File: src/rtl/alu_sched_pkg.sv
// alu_sched_pkg: opcodes, default latencies, result tag and latency helper for alu_issue_scheduler
package alu_sched_pkg;
  typedef enum logic [1:0] {OP_ADD = 2'b00, OP_SUB = 2'b01, OP_MUL = 2'b10, OP_ILL = 2'b11} op_e;
  localparam int ADD_LAT_DEF = 3;
  localparam int MUL_LAT_DEF = 4;
  typedef struct packed {
    logic valid;
    logic id;
    logic loc;
  } tag_t;
  function automatic int op_lat(op_e op, int add_lat, int mul_lat);
    return op == OP_MUL ? mul_lat : add_lat;
  endfunction
endpackage

File: src/rtl/alu_sched_rr_arb.sv
// alu_sched_rr_arb: 2-way round-robin arbiter; after any grant priority passes to the other requester
module alu_sched_rr_arb (
  input  logic       clk,
  input  logic       reset,
  input  logic [1:0] elig,
  output logic [1:0] grant
);
  logic ptr;
  always_comb grant = &elig ? (ptr ? 2'b10 : 2'b01) : elig;
  always_ff @(posedge clk)
    if (reset) ptr <= 1'b0;
    else if (|grant) ptr <= grant[0];
endmodule

File: src/rtl/alu_issue_scheduler.sv
// alu_issue_scheduler: shares one static-latency FP ALU between two requesters; ALU_SCHED_STATS_EN enables the counters
module alu_issue_scheduler
  import alu_sched_pkg::*;
#(
  parameter int ADD_LAT = ADD_LAT_DEF,
  parameter int MUL_LAT = MUL_LAT_DEF
) (
  input  logic        clk,
  input  logic        reset,
  input  logic [1:0]  req_valid,
  output logic [1:0]  req_ready,
  input  logic [3:0]  req_op,
  input  logic [63:0] req_a,
  input  logic [63:0] req_b,
  output logic [31:0] alu_operand_a,
  output logic [31:0] alu_operand_b,
  output logic [1:0]  alu_operation,
  input  logic [31:0] alu_result,
  input  logic        alu_exception,
  input  logic        alu_overflow,
  input  logic        alu_underflow,
  output logic [1:0]  resp_valid,
  output logic [31:0] resp_result,
  output logic [2:0]  resp_flags,
  output logic [31:0] stat_issued,
  output logic [31:0] stat_conflicts
);
  localparam int MAXL = ADD_LAT > MUL_LAT ? ADD_LAT : MUL_LAT;
  logic [MAXL-1:0] r, gslot;
  logic [MAXL-1:0] slot [2];
  tag_t [MAXL-1:0] tags, tags_n;
  logic [1:0] elig, grant;
  op_e gop;
  logic [31:0] ga, gb;
  logic issue;
  // slot[i] is the one-hot result slot requester i would occupy if issued now
  always_comb
    for (int i = 0; i < 2; i++) begin
      slot[i] = MAXL'(1) << (op_lat(op_e'(req_op[2*i +: 2]), ADD_LAT, MUL_LAT) - 1);
      elig[i] = req_valid[i] && !reset && !(|(r & slot[i]));
    end
  alu_sched_rr_arb u_arb (
    .clk   (clk),
    .reset (reset),
    .elig  (elig),
    .grant (grant)
  );
  assign req_ready = grant;
  always_comb begin
    gop = op_e'(grant[1] ? req_op[3:2] : req_op[1:0]);
    ga = grant[1] ? req_a[63:32] : req_a[31:0];
    gb = grant[1] ? req_b[63:32] : req_b[31:0];
    gslot = grant[1] ? slot[1] : slot[0];
    issue = |grant && gop != OP_ILL;
    alu_operation = issue ? gop : OP_ADD;
    alu_operand_a = issue ? ga : '0;
    alu_operand_b = issue ? gb : '0;
  end
  // illegal ops still occupy their slot so the local error response keeps its place in order
  always_comb begin
    tags_n = tags >> $bits(tag_t);
    for (int k = 0; k < MAXL; k++)
      if (|grant && gslot[k]) tags_n[k] = '{valid: 1'b1, id: grant[1], loc: gop == OP_ILL};
  end
  always_ff @(posedge clk)
    if (reset) begin
      r <= '0;
      tags <= '0;
    end else begin
      r <= (r | (|grant ? gslot : '0)) >> 1;
      tags <= tags_n;
    end
  always_ff @(posedge clk)
    if (reset) begin
      resp_valid <= '0;
      resp_result <= '0;
      resp_flags <= '0;
    end else begin
      resp_valid <= tags[0].valid ? (tags[0].id ? 2'b10 : 2'b01) : 2'b00;
      if (tags[0].valid) begin
        resp_result <= tags[0].loc ? '0 : alu_result;
        resp_flags <= tags[0].loc ? 3'b100 : {alu_exception, alu_overflow, alu_underflow};
      end
    end
`ifdef ALU_SCHED_STATS_EN
  always_ff @(posedge clk)
    if (reset) begin
      stat_issued <= '0;
      stat_conflicts <= '0;
    end else begin
      stat_issued <= stat_issued + 32'(|grant);
      stat_conflicts <= stat_conflicts + 32'(|req_valid && !(|grant));
    end
`else
  assign stat_issued = '0;
  assign stat_conflicts = '0;
`endif
endmodule

File: config.mk
export PLATFORM = sky130hd
export DESIGN_NAME = alu_issue_scheduler
export DESIGN_NICKNAME = d
export VERILOG_FILES = /design/src/rtl/alu_sched_pkg.sv /design/src/rtl/alu_sched_rr_arb.sv /design/src/rtl/alu_issue_scheduler.sv
export SDC_FILE = /design/constraint.sdc
export NUM_CORES = 1
export LEC_CHECK = 0
export BUFFER_PORTS_ARGS = -buffer_cell sky130_fd_sc_hd__clkbuf_2
export CORE_AREA = 2 2 131 133
export DETAILED_ROUTE_END_ITERATION = 6
export DIE_AREA = 0 0 133 135
export GPL_ROUTABILITY_DRIVEN = 0
export PLACE_DENSITY_LB_ADDON = 0.15
export SKIP_CTS_REPAIR_TIMING = 1
export SLEW_MARGIN = 30
export SYNTH_ARGS = -nofsm -noshare
export SYNTH_HDL_FRONTEND = slang
export SYNTH_SLANG_ARGS = --single-unit
File: constraint.sdc
create_clock -name clk -period 3.5 [get_ports clk]
set_input_delay 0.875 -clock clk [delete_from_list [all_inputs] [get_ports clk]]
set_output_delay 0.875 -clock clk [all_outputs]
set_load 0.01 [all_outputs]
==> run_results.csv <==
group,metric,value,unit
clock_network,cts_inserted_buffers,5,
timing,period_needed,3.39,ns
yosys,synth-edff-count,0,
timing,worstMarginPinSlew,0.557,ns
timing,final.setup.tns,0,ns
cells_and_area,fin_area,5650,um2
yosys,synth-main-ff-cell,"dfxtp_1",
cells_and_area,layout.nets,935,
timing,rsz0062_at_grt,"no",
hold_path,min_from,"tags[1]$_SDFF_PP0_",
timing,relSlewSlack,62.8,%
timing,fmax,295,MHz
die,core,16400,um2
detailed_routing,dr.pass1.iters,4,
power,peakVddDrop,133,uV
clock_network,cts_max_level,2,
global_route,grt-ovfl-total,0,
die,rows,47,
clock_network,cts.sinks,51,
timing,finalHoldWorstSlack,0.412,ns
yosys,synth_cell_types,39,
clock_network,cts_buffer_depth,2,
critical_path,crit_cells,7,
yosys,ys_seq_elements,51,
critical_path,critPathTopFamily,"simple AND/OR/NAND/NOR gates",
hold_path,hold_path.class,"reg2reg",
global_route,antenna_found_initial,1,
critical_path,cp.required,2.62,ns
timing,post-route-period-util,96.9,%
detailed_routing,detail-route-antenna-nets,0,
detailed_routing,wl,14500,um
clock_network,cts_tree,"built",
critical_path,end_kind,"primary output",
power,leakage,2.71,nW
critical_path,rr_worst_depth,6,
timing,fin_worst_skew,0.00483,ns
cells_and_area,final_layout_size_suffix_gt1_share,48.4,%
yosys,synth_area_leaders,"dfxtp_1 (25%), a22oi_2 (18%), buf_4 (12%), nand3_1 (8.0%), o21ai_0 (8.0%)",
die,dieArea,18000,um2
global_route,grt_max_degree,68,
detailed_routing,detail_route.wl_per_cell,14.7,um
detailed_routing,drc,0,
yosys,syn_avg_cell_area,7.85,um2
placement,hpwl,11300,um
detailed_routing,via_per_inst,4.54,
clock_network,clkSlewWorstSetupHoldPaths,0.06,ns
global_route,grt_pass1_wl,22100,um
critical_path,critical_path_class,"in2out",
critical_path,path_common_cell,"clkbuf_2",
global_route,grt_pass1_vias,4277,
yosys,synth_top_cell_area_share,25.0,%
yosys,synthTopCellsByCount,"nand3_1 (65), o21ai_0 (65), buf_4 (64), a22oi_2 (60), dfxtp_1 (51)",
placement,dpl_cell_area,5470,um2
detailed_routing,dr_total_vias,4478,
critical_path,crit_buf_inv,3,
cells_and_area,multiInputGateArea,2580,um2
outcome,status,"finished, final reports clean",
power,total_power,1.71,mW
critical_path,cpMaxStageDelayCell,"or3_4",
critical_path,arrival,2.52,ns
global_route,grt_usage,15.0,%
yosys,syn_area,4080,um2
clock_network,clk_latency,0.29,ns
die,die_x,133,um
cells_and_area,final_util,34.4,%
cells_and_area,area.growth.synth_to_final,38.3,%
die,die_h,135,um
yosys,ys_seq_area_share,25.0,%
cells_and_area,fillers,1793,
timing,slew_viol_final,0,
yosys,ys_warn_count,0,
hold_path,worstHoldPathCells,1,
timing,finalSetupViolations,0,
detailed_routing,dr.first_iter.drc_count,134,
critical_path,worstPathCellList,"clkbuf_2, nand2b_4, a21o_2, or3_4, buf_12, a22oi_1, clkbuf_2",
yosys,async_reset_ff_share,0,%
timing,hold_viol,0,
clock_network,cts-root-buf,"clkbuf_16",
critical_path,crit_path_start,"req_op[2]",
cells_and_area,register_area,1020,um2
die,start_util,24.9,%
run,drv_cap,0,
power,powerDensity,302,nW/um2
critical_path,reg2reg_from,"u_arb.ptr$_SDFFE_PP0P_",
placement,port_buffers,275,
critical_path,cpPeakStageDelay,0.51,ns
die,ioPinCount,340,
critical_path,cp-start-kind,"input port",
critical_path,crit_path_max_fanout,25,
yosys,yosys.area.top_type,"dfxtp_1",
yosys,syn_inst,520,
registers in the layout, indices dropped and copies added (netlist names):
signal	flops
resp_result	32
u_arb.ptr	1
r	1
resp_valid	2
resp_flags	3
tags	12
path summary, 6_finish.rpt:
| check | to | slack [ns] |
|---|---|---|
| worst max-delay path | alu_operand_a[0] | 0.11 |
| worst min-delay path | resp_valid[0]$_SDFF_PP0_ | 0.41 |
| worst max register to register | tags[11]$_SDFF_PP0_ | 1.70 |
| worst min register to register | resp_valid[0]$_SDFF_PP0_ | 0.41 |
per-layer routing:
| layer | wire, um | GRT usage [%] | part of all wire, % | vias to the layer above |
|---|---|---|---|---|
| met2 | 7630 | 27.5 | 52 | 190 |
| met4 | 255 | 3.76 | 1.8 | 0 |
| met1 | 5550 | 17.5 | 38 | 2073 |
| met3 | 1100 | 3.64 | 7.6 | 13 |
| met5 | 0 | 0 | 0 | - |
| li1 | - | - | - | 2202 |
stage by stage:
step | instances | setup slack [ns]
floorplan | 584 | 0.388
global placement | 977 | 0.142
detailed placement | 977 | 0.107
CTS | 985 | 0.103
global route | 986 | 0.0484
finish | 986 | 0.109
worst reg2reg max path, stage by stage, from the launching register on:
cell and delay (ns):
dfxtp_1 0.38, nor3b_2 0.36, a21boi_4 0.27, buf_12 0.26, nor3_1 0.08, buf_4 0.15, o22a_1 0.17
layout make-up:
class	count	area share [%]
well taps	220	4.87
multi-input cells	410	45.7
diodes	1	0.0443
repair buffers	292	28.0
flip-flops and latches	51	18.1
clock buffers	6	2.46
inverters	4	0.266
clock inverters	2	0.620
report_power, final:
part	internal (mW)	leakage [nW]	total, mW	switching (mW)
Combinational	0.226	2.21	0.536	0.310
Sequential	0.597	0.414	0.607	0.00971
Clock	0.355	0.0869	0.563	0.207
Total	1.18	2.71	1.71	0.526
cells by family (layout without fill, tap and decap cells):
kind of cell	after synthesis	after routing	share of synthesized area [%]
compound gates	183	183	34.9
other cells	1	66	0.0918
flops	51	51	25.0
buf+inv	123	304	18.9
simple gates	162	162	21.1
cells in the final DEF, fill, tap and decap left out, drive strengths merged:
cell type and instances:
buf 17, or4 2, clkbuf 281, dfxtp 51, nor2b 43, o22ai 1
diode 1, a21boi 2, nand3b 1, inv 4, o211ai 1, clkinv 1
a21oi 42, o22a 3, o21ai 66, and3 1, nand2b 5, conb 65
nand3 65, a21o 1, or3 1, nor3b 2, o221a 1, and2 1
nand2 2, nand4b 1, nor2 36, a22oi 64, o21a 1, bufinv 1
nor3 1, and4b 1, a32o 1
Power figures use the tool's default switching activity.
